===== src/rtl/pipeline_ctrl_pkg.sv =====
// Shared definitions for the pipeline sequencer: FSM state codes, PC-source
// select codes and the debug view of the sequencer's registered state.
package pipeline_ctrl_pkg;

    typedef enum logic [1:0] {
        ST_RUN      = 2'd0,
        ST_DRAIN    = 2'd1,
        ST_REDIRECT = 2'd2
    } state_t;

    localparam logic [1:0] PC_SEL_SEQ  = 2'b00;  // PC + 4
    localparam logic [1:0] PC_SEL_BR   = 2'b01;  // branch / jump target
    localparam logic [1:0] PC_SEL_TRAP = 2'b10;  // mtvec
    localparam logic [1:0] PC_SEL_MEPC = 2'b11;  // mepc

    // Registered sequencer state, exported for observation.
    typedef struct packed {
        state_t     state;
        logic [2:0] drain_cnt;
        logic       kind;       // 1 = mret, 0 = ecall
    } dbg_t;

endpackage


===== src/rtl/pipeline_ctrl_hazard_detect.sv =====
// Load-use hazard detector. Flags when the instruction in ID reads a register
// that the load currently in EX will write, so the consumer must wait a cycle.
// Ports:
//   id_*_i   decode fields of the ID-stage instruction
//   ex_*_i   fields of the EX-stage instruction
//   loaduse_o  1 = ID must stall behind the EX load
module hazard_detect (
    input  logic       id_valid_i,
    input  logic [4:0] id_rs1_i,
    input  logic [4:0] id_rs2_i,
    input  logic       id_uses_rs1_i,
    input  logic       id_uses_rs2_i,
    input  logic       ex_valid_i,
    input  logic       ex_is_load_i,
    input  logic [4:0] ex_rd_i,
    input  logic       ex_wr_reg_n_i,
    output logic       loaduse_o
);

    logic ex_load_wr;
    logic rs1_hit;
    logic rs2_hit;

    // x0 is never a real dependency.
    assign ex_load_wr = ex_valid_i & ex_is_load_i & ~ex_wr_reg_n_i & (ex_rd_i != 5'd0);
    assign rs1_hit    = id_uses_rs1_i & (id_rs1_i == ex_rd_i);
    assign rs2_hit    = id_uses_rs2_i & (id_rs2_i == ex_rd_i);
    assign loaduse_o  = ex_load_wr & id_valid_i & (rs1_hit | rs2_hit);

endmodule


===== src/rtl/pipeline_ctrl.sv =====
// Central sequencer for the 5-stage RV32I pipeline. Drives pipeline-register
// holds, flushes, bubbles and the PC-source select from one prioritized set:
//   memwait > REDIRECT > taken branch > trap drain entry > load-use.
// ecall/mret enter DRAIN for DRAIN_CYCLES cycles so older work retires, then a
// single REDIRECT cycle steers the PC to mtvec (ecall) or mepc (mret).
// Ports:
//   clk, rst_n            clock and asynchronous active-low reset
//   id_*                  ID-stage decode information
//   ex_*                  EX-stage status (load, destination, branch taken)
//   mem_req, mem_ready    data-memory handshake; a request completes when both
//                         are high, and while mem_req=1 & mem_ready=0 the whole
//                         pipeline holds
//   stall_* / flush_id / bubble_ex / pc_sel   combinational control outputs
//   stall_count           saturating count of cycles with stall_if=1
//   dbg_o                 registered FSM state, drain counter and kind
module pipeline_ctrl
    import pipeline_ctrl_pkg::*;
#(
    parameter int unsigned DRAIN_CYCLES = 3,
    parameter int unsigned CNT_W        = 32
) (
    input  logic             clk,
    input  logic             rst_n,
    input  logic             id_valid,
    input  logic [4:0]       id_rs1,
    input  logic [4:0]       id_rs2,
    input  logic             id_uses_rs1,
    input  logic             id_uses_rs2,
    input  logic             id_is_mret,
    input  logic             id_is_ecall,
    input  logic             ex_valid,
    input  logic             ex_is_load,
    input  logic [4:0]       ex_rd,
    input  logic             ex_wr_reg_n,
    input  logic             ex_br_taken,
    input  logic             mem_req,
    input  logic             mem_ready,
    output logic             stall_if,
    output logic             stall_id,
    output logic             stall_ex,
    output logic             stall_mem,
    output logic             flush_id,
    output logic             bubble_ex,
    output logic [1:0]       pc_sel,
    output logic [CNT_W-1:0] stall_count,
    output dbg_t             dbg_o
);

    localparam logic [2:0] DRAIN_INIT = 3'(DRAIN_CYCLES - 1);

    state_t           state_q, state_d;
    logic [2:0]       drain_cnt_q, drain_cnt_d;
    logic             kind_q, kind_d;
    logic [CNT_W-1:0] stall_count_q, stall_count_d;

    logic       loaduse;
    logic       memwait;
    logic       trap_in_id;
    logic       stall_if_c, stall_id_c, stall_ex_c, stall_mem_c;
    logic       flush_id_c, bubble_ex_c;
    logic [1:0] pc_sel_c;

    hazard_detect u_hazard (
        .id_valid_i    (id_valid),
        .id_rs1_i      (id_rs1),
        .id_rs2_i      (id_rs2),
        .id_uses_rs1_i (id_uses_rs1),
        .id_uses_rs2_i (id_uses_rs2),
        .ex_valid_i    (ex_valid),
        .ex_is_load_i  (ex_is_load),
        .ex_rd_i       (ex_rd),
        .ex_wr_reg_n_i (ex_wr_reg_n),
        .loaduse_o     (loaduse)
    );

    assign memwait    = mem_req & ~mem_ready;
    assign trap_in_id = id_valid & (id_is_mret | id_is_ecall);

    always_ff @(posedge clk or negedge rst_n) begin
        if (!rst_n) begin
            state_q       <= ST_RUN;
            drain_cnt_q   <= 3'd0;
            kind_q        <= 1'b0;
            stall_count_q <= '0;
        end else begin
            state_q       <= state_d;
            drain_cnt_q   <= drain_cnt_d;
            kind_q        <= kind_d;
            stall_count_q <= stall_count_d;
        end
    end

    always_comb begin
        state_d     = state_q;
        drain_cnt_d = drain_cnt_q;
        kind_d      = kind_q;
        stall_if_c  = 1'b0;
        stall_id_c  = 1'b0;
        stall_ex_c  = 1'b0;
        stall_mem_c = 1'b0;
        flush_id_c  = 1'b0;
        bubble_ex_c = 1'b0;
        pc_sel_c    = PC_SEL_SEQ;

        if (memwait) begin
            // Whole pipeline frozen; any pending redirect or branch is
            // simply re-evaluated once memory completes.
            stall_if_c  = 1'b1;
            stall_id_c  = 1'b1;
            stall_ex_c  = 1'b1;
            stall_mem_c = 1'b1;
        end else begin
            unique case (state_q)
                ST_REDIRECT: begin
                    pc_sel_c    = kind_q ? PC_SEL_MEPC : PC_SEL_TRAP;
                    flush_id_c  = 1'b1;
                    bubble_ex_c = 1'b1;
                    state_d     = ST_RUN;
                end
                ST_DRAIN: begin
                    // EX holds only a bubble or the trap instruction, so a
                    // taken-branch indication here is meaningless.
                    stall_if_c  = 1'b1;
                    flush_id_c  = 1'b1;
                    bubble_ex_c = 1'b1;
                    if (drain_cnt_q == 3'd0) begin
                        state_d = ST_REDIRECT;
                    end else begin
                        drain_cnt_d = drain_cnt_q - 3'd1;
                    end
                end
                default: begin
                    if (ex_br_taken) begin
                        // ID holds a wrong-path instruction: discard it along
                        // with any trap or hazard it would have raised.
                        pc_sel_c    = PC_SEL_BR;
                        flush_id_c  = 1'b1;
                        bubble_ex_c = 1'b1;
                    end else if (trap_in_id) begin
                        // The trap instruction moves on into EX; younger
                        // fetches are held and squashed until the redirect.
                        stall_if_c  = 1'b1;
                        flush_id_c  = 1'b1;
                        state_d     = ST_DRAIN;
                        drain_cnt_d = DRAIN_INIT;
                        kind_d      = id_is_mret;
                    end else if (loaduse) begin
                        stall_if_c  = 1'b1;
                        stall_id_c  = 1'b1;
                        bubble_ex_c = 1'b1;
                    end
                end
            endcase
        end
    end

    // Saturating stall counter.
    always_comb begin
        stall_count_d = stall_count_q;
        if (stall_if && (stall_count_q != {CNT_W{1'b1}})) begin
            stall_count_d = stall_count_q + 1'b1;
        end
    end

    // Outputs read inactive for as long as reset is held, whatever the inputs.
    assign stall_if    = rst_n & stall_if_c;
    assign stall_id    = rst_n & stall_id_c;
    assign stall_ex    = rst_n & stall_ex_c;
    assign stall_mem   = rst_n & stall_mem_c;
    assign flush_id    = rst_n & flush_id_c;
    assign bubble_ex   = rst_n & bubble_ex_c;
    assign pc_sel      = rst_n ? pc_sel_c : PC_SEL_SEQ;
    assign stall_count = stall_count_q;

    assign dbg_o.state     = state_q;
    assign dbg_o.drain_cnt = drain_cnt_q;
    assign dbg_o.kind      = kind_q;

endmodule


===== config.mk =====
export PLATFORM = sky130hd
export DESIGN_NAME = pipeline_ctrl
export DESIGN_NICKNAME = d
export VERILOG_FILES = /design/src/rtl/pipeline_ctrl_pkg.sv /design/src/rtl/pipeline_ctrl_hazard_detect.sv /design/src/rtl/pipeline_ctrl.sv
export SDC_FILE = /design/constraint.sdc
export NUM_CORES = 1
export LEC_CHECK = 0
export CAP_MARGIN = 0
export CORE_MARGIN = 2
export CORE_UTILIZATION = 30
export CTS_CLUSTER_DIAMETER = 60
export CTS_CLUSTER_SIZE = 25
export DETAILED_ROUTE_END_ITERATION = 16
export GPL_TIMING_DRIVEN = 1
export MAX_ROUTING_LAYER = met4
export PLACE_DENSITY = 0.56
export SLEW_MARGIN = 20
export SYNTH_ARGS = -nofsm -noshare
export SYNTH_HDL_FRONTEND = slang
export SYNTH_SLANG_ARGS = --single-unit

===== constraint.sdc =====
create_clock -name clk -period 2.2 [get_ports clk]
set_input_delay 0.33 -clock clk [delete_from_list [all_inputs] [get_ports clk]]
set_output_delay 0.33 -clock clk [all_outputs]
set_load 0.05 [all_outputs]

# == Word-level counts from Yosys, hierarchy flattened ==
# Cells that the tools add are included.
# totals
mem_bits_rw,0
rom_bits,0
latch_bits,0
inputBits,28
register_bits,38
memories,0
# op_classes
div,0
n_addsub,2
eq_ne,9
n_reduce_logical,9
multipliers,0
bitwise,22
mux,30
shifts,0
order_cmp,0
# op_table
operator,count
"adder 32 x 1 -> 32 bit, second input constant",1
"inequality test 32 bit, second input constant",1
two-way mux 1 bit,18
bitwise AND 1 bit,14
== test 5 bit,2
two-way mux 2 bit,5
two-way mux 3 bit,3
case mux 2 bit (2 select lines),2
AND reduction 4 bit,2
inverter 1 bit,6
case mux 3 bit (2 select lines),1
AND reduction 5 bit,1
nonzero test 5 bit,1
"inequality test 2 bit, second input constant",2
logical NOT 3 bit,1
"inequality test 3 x 1 -> 1 bit, second input constant",1
nonzero test 3 bit,1
"subtractor 3 x 1 -> 3 bit, second input constant",1
"== test 2 x 1 -> 1 bit, second input constant",1
"== test 2 bit, second input constant",1
"inequality test 2 x 1 -> 1 bit, second input constant",1
bitwise OR 1 bit,2
case mux 1 bit (2 select lines),1
nonzero test 2 bit,1
2 further kinds,2

# == Longest topological paths before layout ==
# Gate-level depths: netlist of the first run.
# logic_depth
ltp_word,12
mapped_depth,9

# == By module ==
# A second synthesis of the first run with hierarchy kept.
# hier_totals
cells_unflattened,218
hier_area_um2,2167.1
# by_module_without_submodules
module,area_per_inst_um2,n_inst,cells_each
pipeline_ctrl,2024.4,1,200
hazard_detect,142.6,1,18

# == Worst setup path after synthesis of the first run ==
# OpenSTA, ideal clock, no wires.
# synth_timing
kind,register to output
startpoint,register state_q[0]
endpoint,output port stall_id
stages_incl_launch_ff,6
t_arrival_ns,2.225
path_buffers,0
required_time_ns,1.870
setup_slack_ns,-0.355
cell_sequence,dfrtp_1 inv_1 ha_1 nor2b_1 nand2_1 o21bai_1
# synth_between
elab_chain_len,5
# synth_rtl
item,line,rtl
from (decl),pipeline_ctrl.sv:51,"state_t state_q, state_d;"
from (signal assigned),pipeline_ctrl.sv:86,state_q <= state_d;
== test 2 x 1 -> 1 bit or == test 2 bit (tied branches),pipeline_ctrl.sv:113,unique case (state_q)
OR reduction 2 bit (no source line) *,n/a,
two-way mux 1 bit *,pipeline_ctrl.sv:113,
two-way mux 1 bit *,pipeline_ctrl.sv:105,if (memwait) begin
bitwise AND 1 bit *,pipeline_ctrl.sv:167,assign stall_id = rst_n & stall_id_c;
to (decl),pipeline_ctrl.sv:39,"output logic stall_id,"
# Every way passes the cells marked *; elsewhere a longest branch is shown, timed or not.

# == Final worst setup path of the first run ==
# layout_timing
startpoint,register state_q[1]
endpoint,output port stall_if
# layout_between
elab_chain_len,4
# layout_rtl
item,line,rtl
== test 2 x 1 -> 1 bit or == test 2 bit (tied branches),pipeline_ctrl.sv:113,
case mux 1 bit (2 select lines) *,pipeline_ctrl.sv:113,
two-way mux 1 bit *,pipeline_ctrl.sv:105,
bitwise AND 1 bit *,pipeline_ctrl.sv:166,assign stall_if = rst_n & stall_if_c;
to (decl),pipeline_ctrl.sv:38,"output logic stall_if,"
# Marks and branches as above.

==> results.toml, run 1 <==
[setup_path]
crit_arrival_ns = 1.84
cp.required_ns = 1.87
timing.rr.start = "state_q[1]"
end_kind = "output port"
cp-start-kind = "register"
r2r_setup_slack_ns = 0.16
r2r-end = "stall_count[31]"
reg2reg_depth = 7
path_class = "register to output port"
crit_fanout = 5

[grt]
gr-total-overflow = 0
grt_busiest_layer = "met2"
globalRouteMet1Util_pct = 19.35
use_met2_pct = 23.47
grt_pass1_vias = 1884
grt_pass1_wl_um = 8983
grt_antenna_before_repair = 0
met3_usage_pct = 4.291
grtUsageTotal_pct = 15.18
grt_max_degree = 36

[final_layout]
design_area_um2 = 3423
synthToLayoutAreaGrowth_pct = 59.35
mostFrequentLayoutCell = "clkdlybuf4s50_1"
seqCellArea_um2 = 955.9
stdcell_count = 404
mostFrequentLayoutCells = "59 x clkdlybuf4s50_1, 34 x dfrtp_1, 27 x xnor2_1"
fillCellCount = 638
n_antenna_cell = 0
fin_nets = 341
drive_gt1_share_pct = 22.73
fin_util_pct = 49.84
multi_input_area_um2 = 1196

[timing]
relSlewSlack_pct = 63.92
grt_setup_unrepaired = "true"
skew_ns = 0.01130
fmax_mhz = 460.1
tightest_slew_ns = 0.5395
fin_crit_sh_pct = 98.80
fin_worst_hold_slack_ns = 0.4397
period_needed_ns = 2.174
finalSetupViolations = 0
slew_violations = 0
hold_viol_final = 0

[hold_path]
hold_path.class = "input pin to asynchronous set/reset pin"

[clock_tree]
cts_tree = "yes"
cts_root_buffer = "clkbuf_8"
cts_buffers = 5
clkLatencyLatePin_ns = 0.30
cts.sinks = 38
cts.path.max_buffers = 2
cts_max_level = 2
cts.clk_slew.worst_paths_ns = 0.09

[logic_synthesis]
synth_cell_types = 40
ys_warn_count = 0
synth-seq-cells = 38
syn_area_um2 = 2148
synth_fp_nets = 244
async_reset_ff_share_pct = 100.0
synth_area_leaders = "dfrtp_1 44%, xnor2_1 11%, xor2_1 5.7%"
avgSynthCellArea_um2 = 10.23
synth_ff_type = "dfrtp_1"
synth_top_area_share_pct = 44.26
seq_area_frac_synth_pct = 44.26
synth_area_leader_cell = "dfrtp_1"
synth_edf_count = 0
syn-instance-count = 210

[die]
core_um2 = 6869
ioPinCount = 74
die_w_um = 88.62
initial_core_util_pct = 31.28
rows = 30
die_area_um2 = 7854
fp.dieH_um = 88.62

[detailed_routing]
ant_nets = 0
drtIter0Drc = 75
drt_pass1_iterations = 4
wl_per_cell_um = 13.40
vias = 1844
drt-total-wl_um = 5413
viasPerCell = 4.564
drc = 0

[place]
gp_congestion = 0.7616
placed_cell_area_um2 = 3192
dp.cells = 390
hpwl_um = 4064
port_buffers = 73

[status]
status = "finished clean"

[job]
maxCapViolCount = 0

[power_and_ir_drop]
ir_drop_uv = 783.0
p_leak_nw = 1.513
p_per_area_nw_per_um2 = 970.1
==> cell usage after synthesis (2+ instances only) <==
cell      instances
a21oi_1           5
o31ai_1           2
xnor2_1          27
nor3_1            2
and3_1            6
ha_1              6
nand2_1          22
nor3_2            6
and3_2            3
nand3_2           2
inv_1             7
dfrtp_1          38
nand3_1          13
mux2_2            3
nor2_1           15
nor2b_1           2
nand2b_1          4
nor4_1            4
nand4_1           7
buf_4             2
buf_6             2
xor2_1           14
==> per-stage QoR <==
step / setup slack (ns) / power (W) / setup TNS [ns]
floorplan: 0.01687 / 0.001976 / 0
global placement: -0.1649 / 0.002481 / -2.813
detailed placement: -0.2175 / 0.002496 / -3.995
CTS: 0.001414 / 0.003320 / 0
global route: -0.02396 / 0.003509 / -0.04342
finish: 0.02650 / 0.003321 / 0
==> where the power goes <==
part / internal [W] / switching (W)
Combinational: 0.000716 / 0.000936
Clock: 0.000484 / 0.000262
Sequential: 0.000809 / 0.000114
==> layout make-up <==
type,count,share of cell area (%)
clock buffer,6,2.412
clock inverter,2,1.754
multi-input combinational,161,34.94
timing repair buffer,94,28.69
sequential,38,27.92
inverter,7,0.7675
tap,96,3.509
==> worst max-delay path, cell delays in order (launching register included) <==
cell and delay, ns:
dfrtp_2 0.46, ha_4 0.28, o311a_1 0.30, a41o_4 0.25, buf_6 0.12, buf_12 0.14
==> timing repair <==
action	4_1_cts	5_1_grt
resized for setup	4	9
hold buffers	1	0
setup endpoints to repair	3	13
pin swaps	3	7
setup buffers	4	1
cloned	0	0
hold endpoints to repair	3	0
==> layer usage <==
| metal | wire (um) | vias up |
|---|---|---|
| li1 | - | 916 |
| met1 | 2515 | 876 |
| met2 | 2529 | 45 |
| met3 | 311 | 7 |
| met4 | 56 | 0 |
| met5 | 0 | - |
==> sequential cells by signal, indices dropped and copies added, names as in the netlist <==
register and cells:
stall_count 32, drain_cnt_q 3, state_q 2, kind_q 1
==> logic make-up (layout without fill, tap and decap cells) <==
kind of cell	count (synthesis)	count (layout)	share of synthesized area, %
mux	3	3	1.572
flops	38	38	44.26
buf+inv	11	109	2.970
fa+ha+maj	6	6	3.494
xor+xnor	41	41	16.72
compound gates	19	19	6.931
simple gates	92	92	24.05
==> worst max-delay path by stage <==
stage / startpoint / to / slack, ns / depth (start not counted)
after floorplan: state_q[0] / stall_count[15] / 0.02 / 8
after global placement: ex_rd[4] / stall_count[25] / -0.16 / 8
after detailed placement: ex_rd[4] / stall_count[25] / -0.22 / 8
after CTS: state_q[0] / stall_if / 0.001 / 6
after global routing: state_q[1] / stall_if / -0.02 / 5
final: state_q[1] / stall_if / 0.03 / 5
Note: power is estimated with default switching activity, not from simulation.
==> run 2, diff against run 1 <==
Settings changed: CAP_MARGIN 0 to 20, CELL_PAD_IN_SITES_DETAIL_PLACEMENT set to 1, CELL_PAD_IN_SITES_GLOBAL_PLACEMENT set to 1, PLACE_DENSITY 0.56 to 0.71.
Clock period 2.2 ns to 2.3 ns, I/O delays scaled along.
==> results.toml, run 2 (synthesis gave the netlist of run 1 again) <==
[clock_tree]
cts_root_buffer = "clkbuf_8"
cts_max_level = 2
cts_buffers = 5
cts.sinks = 38
cts.clk_slew.worst_paths_ns = 0.07
cts_tree = "yes"
cts.path.max_buffers = 2
clkLatencyLatePin_ns = 0.29

[timing]
slew_violations = 0
relSlewSlack_pct = 63.45
finalSetupViolations = 0
fmax_mhz = 447.1
tightest_slew_ns = 0.5465
finalWorstSetupSlack_ns = 0.06345
fin_crit_sh_pct = 97.24
setup_tns_ns = 0
hold_viol_final = 0
period_needed_ns = 2.237
fin_worst_hold_slack_ns = 0.4786
skew_ns = 0.006716

[detailed_routing]
vias = 1894
drt_pass1_iterations = 4
drt-total-wl_um = 6054
drc = 0
drtIter0Drc = 34
wl_per_cell_um = 15.10
ant_nets = 0
viasPerCell = 4.723

[final_layout]
fin_nets = 338
design_area_um2 = 3413
largest_reg_flops = 32
fillCellCount = 753
n_antenna_cell = 0
seqCellArea_um2 = 953.4
multi_input_area_um2 = 1237
drive_gt1_share_pct = 22.30
synthToLayoutAreaGrowth_pct = 58.88
mostFrequentLayoutCell = "clkdlybuf4s50_1"
mostFrequentLayoutCells = "60 x clkdlybuf4s50_1, 36 x dfrtp_1, 26 x xnor2_1"
fin_util_pct = 49.69

[die]
initial_core_util_pct = 31.28
ioPinCount = 74
die_area_um2 = 7854
core_um2 = 6869
fp.dieH_um = 88.62
die_w_um = 88.62
rows = 30

[grt]
grt_pass1_vias = 2063
grt_antenna_before_repair = 0
grt_max_degree = 37
grtUsageTotal_pct = 16.73
gr-total-overflow = 0
grt_pass1_wl_um = 9887

[place]
placed_cell_area_um2 = 3169
gp_congestion = 0.7622
port_buffers = 73
pre_cts_slack_ns = -0.09032
hpwl_um = 4625

[setup_path]
crit_fanout = 7
cp.required_ns = 1.96
cp-start-kind = "register"
crit_arrival_ns = 1.89
end_kind = "output port"
path_class = "register to output port"

[power_and_ir_drop]
ir_drop_uv = 736.4
p_leak_nw = 1.489
p_per_area_nw_per_um2 = 891.9

[job]
maxCapViolCount = 0

[status]
status = "finished clean"

[hold_path]
hold_path.class = "input pin to asynchronous set/reset pin"
## run 2: cell type report
cell class / instances / share of cell area, %
Clock buffer: 8 / 3.226
Inverter: 7 / 0.7698
Sequential cell: 38 / 27.93
Tap cell: 96 / 3.519
Timing Repair Buffer: 91 / 28.30
Multi-Input combinational cell: 161 / 36.25
## run 2: worst paths after layout
kind / endpoint / slack, ns / cells after the start / from
worst max-delay path: stall_if / 0.06 / 6 / state_q[1]
worst min-delay path: kind_q / 0.48 / 2 / rst_n
worst max register to register: stall_count[15] / 0.26 / 9 / state_q[1]
worst min register to register: stall_count[20] / 0.49 / 1 / stall_count[20]
max in group asynchronous: state_q[1] / 1.10 / 3 / rst_n
min in group clk: stall_count[20] / 0.49 / 1 / stall_count[20]
## run 2: critical path: stages, from the launching register on
cell and delay, ns:
dfrtp_2 0.41, inv_1 0.06, ha_2 0.21, o311a_1 0.38, a41o_4 0.26, buf_4 0.14, buf_12 0.14
## run 2: timing repair
item | CTS | global route
endpoints found under the hold margin | 2 | 0
gates resized for setup | 5 | 14
buffers inserted | 2 | 2
pin swaps | 1 | 5
hold buffers | 1 | 0
endpoints found under the setup margin | 2 | 3
## run 2: per-stage QoR
stage,total power [W],instances
2_1_floorplan,0.001852,210
3_3_place_gp,0.002386,388
3_5_place_dp,0.002418,388
4_1_cts,0.003029,399
5_1_grt,0.003221,401
6_report,0.003044,401
## run 2: layer usage
metal  up-vias  part of all wire (%)  GRT usage [%]
li1        907                     -              -
met1       916                    46          21.47
met2        64                    47          26.59
met3         7                   5.3          3.545
met4         0                   1.1          4.959
met5         -                     0              -
## run 2: power breakdown
part / switching (W) / leakage (nW) / internal [W]
Clock: 0.000228 / 0.0575 / 0.000303
Sequential: 0.000111 / 0.503 / 0.000771
Combinational: 0.000930 / 0.928 / 0.000701
==> run 3, diff against run 2 <==
Settings changed: CORE_ASPECT_RATIO set to 1.4, CORE_UTILIZATION 30 to 25, PLACE_DENSITY 0.71 to 0.61.
==> results.toml, run 3 (synthesis gave the netlist of run 1 again) <==
[status]
status = "finished clean"

[timing]
fin_crit_sh_pct = 93.32
skew_ns = 0.005892
relSlewSlack_pct = 64.73
grt_setup_unrepaired = "false"
tightest_slew_ns = 0.5274
fmax_mhz = 465.9
finalSetupViolations = 0
period_needed_ns = 2.146
fin_worst_hold_slack_ns = 0.1281
slew_violations = 0
hold_viol_final = 0

[detailed_routing]
ant_nets = 0
drt_pass1_iterations = 3
drc = 0
drtIter0Drc = 29
drt-total-wl_um = 6087
vias = 1889
wl_per_cell_um = 14.96
viasPerCell = 4.641

[clock_tree]
cts.path.max_buffers = 2
cts_root_buffer = "clkbuf_16"
cts.clk_slew.worst_paths_ns = 0.06
cts.sinks = 38
cts_buffers = 5
cts_tree = "yes"
clkLatencyLatePin_ns = 0.28
cts_max_level = 2

[final_layout]
fillCellCount = 938
fin_util_pct = 40.30
fin_nets = 335
largest_reg_flops = 32
mostFrequentLayoutCells = "59 x clkdlybuf4s50_1, 36 x dfrtp_1, 26 x xnor2_1"
stdcell_count = 407
mostFrequentLayoutCell = "clkdlybuf4s50_1"
multi_input_area_um2 = 1215
synthToLayoutAreaGrowth_pct = 58.65
drive_gt1_share_pct = 20.20
seqCellArea_um2 = 953.4
n_antenna_cell = 0

[setup_path]
crit_arrival_ns = 1.80
end_kind = "output port"
path_class = "input pin to output port"
crit_fanout = 2
cp.required_ns = 1.96
cp-start-kind = "input pin"
r2r_setup_slack_ns = 0.23

[die]
rows = 40
core_um2 = 8458
initial_core_util_pct = 25.40
ioPinCount = 74
die_w_um = 82.35
die_area_um2 = 9361
fp.dieH_um = 113.7

[grt]
grt_pass1_vias = 2036
grtUsageTotal_pct = 13.94
grt_antenna_before_repair = 0
grt_max_degree = 25
gr-total-overflow = 0
grt_pass1_wl_um = 9839

[place]
gp_congestion = 0.7047
hpwl_um = 4776
port_buffers = 73
dp.cells = 397

[hold_path]
hold_path.class = "input pin to asynchronous set/reset pin"

[job]
maxCapViolCount = 0

[power_and_ir_drop]
power_w = 0.003123
ir_drop_uv = 660.0
p_leak_nw = 1.490
p_per_area_nw_per_um2 = 916.2
-- run 3: changes by cell type in the layout (fill, tap and decap cells not counted), moves of 3 or more --
cell / previous run / this run
clkbuf_8: 8 / 0
clkbuf_16: 0 / 5
buf_4: 16 / 13
clkbuf_1: 0 / 3
-- run 3: worst max-delay path, stage by stage --
cell             delay (ns)
clkdlybuf4s50_1        0.41
xnor2_1                0.19
nand4_1                0.13
o22ai_2                0.23
nand3_2                0.13
a21oi_2                0.20
buf_12                 0.16
-- run 3: layout make-up --
cell class              instances  share of cell area, %
multi-input cells             161                  35.65
flip-flops and latches         38                  27.97
repair buffers                 88                  27.75
clock buffers                   8                  4.001
well taps                     105                  3.855
inverters                       7                 0.7709
-- run 3: worst paths after layout --
kind / end / cells after the start / start
worst min register to register: stall_count[23] / 1 / stall_count[23]
worst min-delay path: kind_q / 2 / rst_n
max in group asynchronous: state_q[0] / 2 / rst_n
worst max-delay path: bubble_ex / 7 / id_rs1[1]
worst max register to register: stall_count[15] / 8 / stall_count[15]
min in group clk: stall_count[23] / 1 / stall_count[23]
-- run 3: what timing repair did --
item                                    in CTS  in global routing
gates resized for setup                      5                 11
endpoints found under the setup margin       2                  6
gates cloned                                 0                  0
hold buffers                                 1                  0
endpoints found under the hold margin        2                  0
setup buffers                                0                  2
pin swaps                                    0                  8
-- run 3: routing by layer --
metal	part of all wire, %	GRT usage, %	up-vias
met3	7.9	3.639	5
met1	38	14.54	921
met4	1.1	3.556	0
met5	0	-	-
met2	53	25.32	59
li1	-	-	904
-- run 3: power breakdown --
group	total [W]	leakage, nW	switching, W	internal (W)
Combinational	0.00158	0.921	0.000905	0.000677
Clock	0.000648	0.0652	0.000245	0.000403
Sequential	0.000893	0.503	0.000120	0.000772
-- run 3: stage by stage --
step | instance area [um2] | TNS [ns] | setup slack, ns
2_1_floorplan | 2171 | 0 | 0.01549
3_3_place_gp | 3181 | -1.842 | -0.1092
3_5_place_dp | 3181 | -2.934 | -0.1458
4_1_cts | 3352 | 0 | 0.001199
5_1_grt | 3408 | 0 | 0.03506
6_report | 3408 | 0 | 0.1537
